## src/rtl/inv_selftest_pkg.sv

```systemverilog
// Shared definitions for the inverter self-test controller: FSM states,
// LFSR seed/taps and the LFSR next-state function.
package inv_selftest_pkg;

  typedef enum logic [2:0] {
    IDLE,
    DRIVE,
    WAIT,
    CHECK,
    DONE
  } state_t;

  localparam logic [7:0] LFSR_SEED = 8'hA5;

  // x^8+x^6+x^5+x^4+1 with the register shifting toward bit 0
  localparam logic [7:0] LFSR_TAPS = 8'h1D;

  // Bit of the LFSR that is presented to the inverter
  localparam logic [7:0] STIM_MASK = 8'h01;

  function automatic logic [7:0] lfsr_next(input logic [7:0] q);
    return {^(q & LFSR_TAPS), q[7:1]};
  endfunction

endpackage

```

## src/rtl/lfsr8.sv

```systemverilog
// 8-bit Fibonacci LFSR: reset and load both restore the shared seed,
// step advances one position.
module lfsr8
  import inv_selftest_pkg::*;
(
  input  logic       clk,
  input  logic       rst,
  input  logic       load,
  input  logic       step,
  output logic [7:0] q
);

  always_ff @(posedge clk) begin
    if (rst) begin
      q <= LFSR_SEED;
    end else if (load) begin
      q <= LFSR_SEED;
    end else if (step) begin
      q <= lfsr_next(q);
    end
  end

endmodule

```

## src/rtl/inv_selftest_ctrl.sv

```systemverilog
// Built-in self-test controller for a single inverter datapath: drives
// pseudo-random bits, waits LAT cycles, checks the inverted response.
module inv_selftest_ctrl
  import inv_selftest_pkg::*;
#(
  parameter int N_VECTORS = 16,
  parameter int LAT       = 1,
  parameter int CNT_W     = 8
) (
  input  logic             clk,
  input  logic             rst,
  input  logic             start,
  output logic             dut_x,
  input  logic             dut_y,
  output logic             busy,
  output logic             done,
  output logic             pass,
  output logic [CNT_W-1:0] err_count
);

  localparam logic [7:0]       LAST_VEC = 8'(N_VECTORS - 1);
  localparam logic [CNT_W-1:0] CNT_MAX  = {CNT_W{1'b1}};

  state_t     state;
  logic [7:0] vec_cnt;
  logic [3:0] wait_cnt;
  logic [7:0] lfsr_q;
  logic       lfsr_load;
  logic       lfsr_step;

  assign lfsr_load = (state == IDLE) && start;
  assign lfsr_step = (state == CHECK);

  lfsr8 u_lfsr (
    .clk  (clk),
    .rst  (rst),
    .load (lfsr_load),
    .step (lfsr_step),
    .q    (lfsr_q)
  );

  always_ff @(posedge clk) begin
    if (rst) begin
      state     <= IDLE;
      dut_x     <= 1'b0;
      busy      <= 1'b0;
      done      <= 1'b0;
      pass      <= 1'b0;
      err_count <= '0;
      vec_cnt   <= 8'd0;
      wait_cnt  <= 4'd0;
    end else begin
      case (state)
        IDLE: begin
          if (start) begin
            state     <= DRIVE;
            busy      <= 1'b1;
            err_count <= '0;
            pass      <= 1'b0;
            vec_cnt   <= 8'd0;
          end
        end
        DRIVE: begin
          dut_x    <= ^(lfsr_q & STIM_MASK);
          wait_cnt <= 4'(LAT);
          state    <= WAIT;
        end
        WAIT: begin
          wait_cnt <= wait_cnt - 4'd1;
          if (wait_cnt == 4'd1) begin
            state <= CHECK;
          end
        end
        CHECK: begin
          // Saturate rather than wrap so a long faulty run never reads as clean
          if ((dut_y != ~dut_x) && (err_count != CNT_MAX)) begin
            err_count <= err_count + CNT_W'(1);
          end
          if (vec_cnt == LAST_VEC) begin
            state <= DONE;
            done  <= 1'b1;
          end else begin
            vec_cnt <= vec_cnt + 8'd1;
            state   <= DRIVE;
          end
        end
        DONE: begin
          done  <= 1'b0;
          busy  <= 1'b0;
          pass  <= (err_count == '0);
          state <= IDLE;
        end
        default: begin
          state <= IDLE;
        end
      endcase
    end
  end

endmodule

```

## config.mk

```make
export PLATFORM = sky130hd
export DESIGN_NAME = inv_selftest_ctrl
export DESIGN_NICKNAME = d
export VERILOG_FILES = /design/src/rtl/inv_selftest_pkg.sv /design/src/rtl/lfsr8.sv /design/src/rtl/inv_selftest_ctrl.sv
export SDC_FILE = /design/constraint.sdc
export NUM_CORES = 1
export LEC_CHECK = 0
export CORE_UTILIZATION = 35
export CTS_CLUSTER_DIAMETER = 150
export DETAILED_ROUTE_END_ITERATION = 8
export PLACE_DENSITY = 0.64
export REMOVE_ABC_BUFFERS = 1
export SYNTH_ARGS = -nofsm -noshare
export SYNTH_HDL_FRONTEND = slang
export SYNTH_SLANG_ARGS = --single-unit
```

## constraint.sdc

```tcl
create_clock -name clk -period 3.64 [get_ports clk]
set_input_delay 0.364 -clock clk [delete_from_list [all_inputs] [get_ports clk]]
set_output_delay 0.364 -clock clk [all_outputs]
set_load 0.03 [all_outputs]
```

==> results.sh <==
export IMPL_status="finished clean"
export IMPL_worstMarginPinSlew_ns=0.617
export IMPL_reg2reg_depth=5
export IMPL_synth_cell_type_count=51
export IMPL_p_leak_nw=0.687
export IMPL_powerDensity_nw_per_um2=439
export IMPL_syn_cell_area_um2=1750
export IMPL_yosys_warnings=0
export IMPL_reg2reg_slack_ns=1.54
export IMPL_via_per_inst=5.28
export IMPL_setup_ws_ns=1.54
export IMPL_dp_slack_ns=1.49
export IMPL_ys_seq_area_frac=0.401
export IMPL_yosys_top_cells_area="dfxtp_1, nand2_1, a21oi_1"
export IMPL_regToRegEndpoint="err_count[5]$_SDFFE_PP0P_"
export IMPL_antenna_found_initial=0
export IMPL_die_y_um=72.7
export IMPL_die_w_um=72.7
export IMPL_total_power_w=0.000893
export IMPL_yosysTopAreaCell="dfxtp_1"
export IMPL_drt_total_wl_um=3750
export IMPL_htreeDepth=2
export IMPL_r2r_start="state[0]$_SDFFE_PP0P_"
export IMPL_multi_input_area_um2=961
export IMPL_post_cts_setup_buffers=0
export IMPL_core_region_area_um2=4750
export IMPL_drt_initial_drc_count=71
export IMPL_wire_per_inst_um=13.0
export IMPL_grt_pass1_wl_um=6380
export IMPL_antenna_left=0
export IMPL_clk_pin_slew_ns=0.07
export IMPL_cts_tree="yes"
export IMPL_avgSynthCellArea_um2=8.40
export IMPL_ios=16
export IMPL_drc=0
export IMPL_finalCriticalPeriod_ns=2.10
export IMPL_cp_top_family="simple AND/OR/NAND/NOR gates"
export IMPL_synth_top_flop_cell="dfxtp_1"
export IMPL_numClockSinks=35
export IMPL_hold_viol=0
export IMPL_worstPathMaxFanout=19
export IMPL_clockBufferDepth=2
export IMPL_grt_ovfl_total=0
export IMPL_layout_common_cells="dfxtp_1, nand2_1, a21oi_1, nand3_1, clkdlybuf4s50_1"
export IMPL_start_kind="register"
export IMPL_slew_headroom=0.588
export IMPL_grt_max_degree=23
export IMPL_worstHoldPathType="reg2reg"
export IMPL_place_congestion=0.761
export IMPL_max_stage_delay_ns=0.64
export IMPL_cp_arrival_ns=2.32
export IMPL_clkLatencyLatePin_ns=0.29
export IMPL_max_cap_violations=0
export IMPL_drt_pass1_iter_count=4
export IMPL_synth_top_cell_area_share=0.401
export IMPL_rows=25
export IMPL_hold_path_depth=2
export IMPL_dp_hpwl_um=2440
export IMPL_hold_path_end="u_lfsr.q[4]$_SDFFE_PP0P_"
export IMPL_synth_ff_latch_count=35
export IMPL_path_cells="and3b_1 > buf_4 > o211ai_4 > or4_1 > a21oi_1"
export IMPL_cts_root_buffer="clkbuf_8"
export IMPL_cts_resized=0
export IMPL_async_flop_share=0
export IMPL_synth_edf_count=0
export IMPL_setup_tns_ns=0
export IMPL_drive_above_1_share=0.0591
export IMPL_cts_hold_buf=0
export IMPL_regArea_um2=701
export IMPL_start_util=0.368
export IMPL_dieArea_um2=5280
export IMPL_crit_slowest_cell="dfxtp_1"
export IMPL_critPathBufInv=1
export IMPL_worst_ir_drop_vdd_v=0.000219
export IMPL_globalRouteTotalUtil=0.159
export IMPL_nets=228
export IMPL_setup_viol=0
export IMPL_finalCritPeriodShare=0.577
export IMPL_drv_slew=0
export IMPL_grt_pass1_vias=1362
export IMPL_critical_path_endpoint_type="register"
export IMPL_rsz0062_at_grt="no"
export IMPL_vias=1516
export IMPL_mostFrequentLayoutCell="dfxtp_1"
export IMPL_io_buffers=15
export IMPL_path_class="reg2reg"
export IMPL_areaGrowthSynthToFinish_pct=16.3
export IMPL_n_antenna_cell=0
export IMPL_required_ns=3.86
export IMPL_max_freq_mhz=476
export IMPL_finClkSkew_ns=0.0104
export IMPL_fill_cells=506
export IMPL_synth_cells=208
export IMPL_min_delay_start="u_lfsr.q[5]$_SDFFE_PP1P_"
export IMPL_cts_buffers=5
[how the worst max path moves through the flow]
stage,startpoint,endpoint,slack (ns),cells after the start
global placement,start,err_count[4]$_SDFFE_PP0P_,1.47,5
detailed placement,start,err_count[4]$_SDFFE_PP0P_,1.49,5
global route,state[0]$_SDFFE_PP0P_,vec_cnt[3]$_SDFFE_PP0P_,1.35,4
CTS,state[0]$_SDFFE_PP0P_,vec_cnt[3]$_SDFFE_PP0P_,1.54,4
finish,state[0]$_SDFFE_PP0P_,err_count[5]$_SDFFE_PP0P_,1.54,5
floorplan,state[1]$_SDFFE_PP0P_,err_count[7]$_SDFFE_PP0P_,1.61,4
[stage by stage]
| step | area [µm²] | hold WS, ns | util | cells |
|---|---|---|---|---|
| 2_1_floorplan | 1680 | 0.430 | - | 195 |
| 3_3_place_gp | 1930 | 0.443 | 0.407 | 279 |
| 3_5_place_dp | 1930 | 0.456 | 0.407 | 279 |
| 4_1_cts | 2030 | 0.460 | 0.428 | 287 |
| 5_1_grt | 2030 | 0.479 | 0.428 | 287 |
| 6_report | 2030 | 0.451 | 0.428 | 287 |
[tightest hold or removal path: cells and delay by family, from the launching register on]
family | cells | cell delay, ns
simple gates | 1 | 0.05
flops | 1 | 0.31
compound gates | 1 | 0.05
[cell type report]
class                   instances  share of cell area
inverters                       6              0.0111
multi-input cells             154               0.473
flip-flops and latches         35               0.345
well taps                      67              0.0412
clock buffers                   8              0.0492
repair buffers                 17              0.0812
[where the power goes]
group / internal [W] / switching (W)
clock: 0.000173 / 0.000140
combinational: 0.0000621 / 0.0000817
sequential: 0.000404 / 0.0000333
total: 0.000639 / 0.000255
[synth_stat cells (2+ instances only)]
cell	count
dfxtp_1	35
nand2_1	29
a21oi_1	20
nand3_1	16
nor2_1	9
clkbuf_1	7
inv_1	6
ha_1	5
xnor2_1	5
nand4_1	4
o21ai_1	4
a311oi_1	3
a31oi_1	3
and2_1	3
buf_2	3
mux2i_1	3
nand2b_1	3
o211ai_1	3
o21ai_0	3
or4_1	3
a211oi_1	2
a41oi_1	2
and3_1	2
nand3b_1	2
nor2b_1	2
nor3_1	2
nor3b_1	2
nor4b_1	2
o31ai_1	2
or3_1	2
[registers in the layout, summed over array words and instances (netlist names)]
| name | count |
|---|---|
| vec_cnt | 8 |
| state | 3 |
| done | 1 |
| err_count | 8 |
| pass | 1 |
| busy | 1 |
| wait_cnt | 4 |
| u_lfsr.q | 8 |
| dut_x | 1 |
[kinds of logic (layout without fill, tap and decap cells)]
kind of cell | Yosys count | after routing | share of synthesized area
simple gates | 91 | 91 | 0.280
compound gates | 50 | 50 | 0.192
flops | 35 | 35 | 0.401
buf+inv | 19 | 31 | 0.0494
fa+ha+maj | 5 | 5 | 0.0358
xor+xnor | 5 | 5 | 0.0251
mux | 3 | 3 | 0.0172
[metal layers]
metal | global-route usage | wire [µm]
met1 | 0.209 | 1880
met2 | 0.245 | 1670
met3 | 0.0331 | 118
met4 | 0.0871 | 81
met5 | 0 | 0
Note: power is estimated with default switching activity, not from simulation.
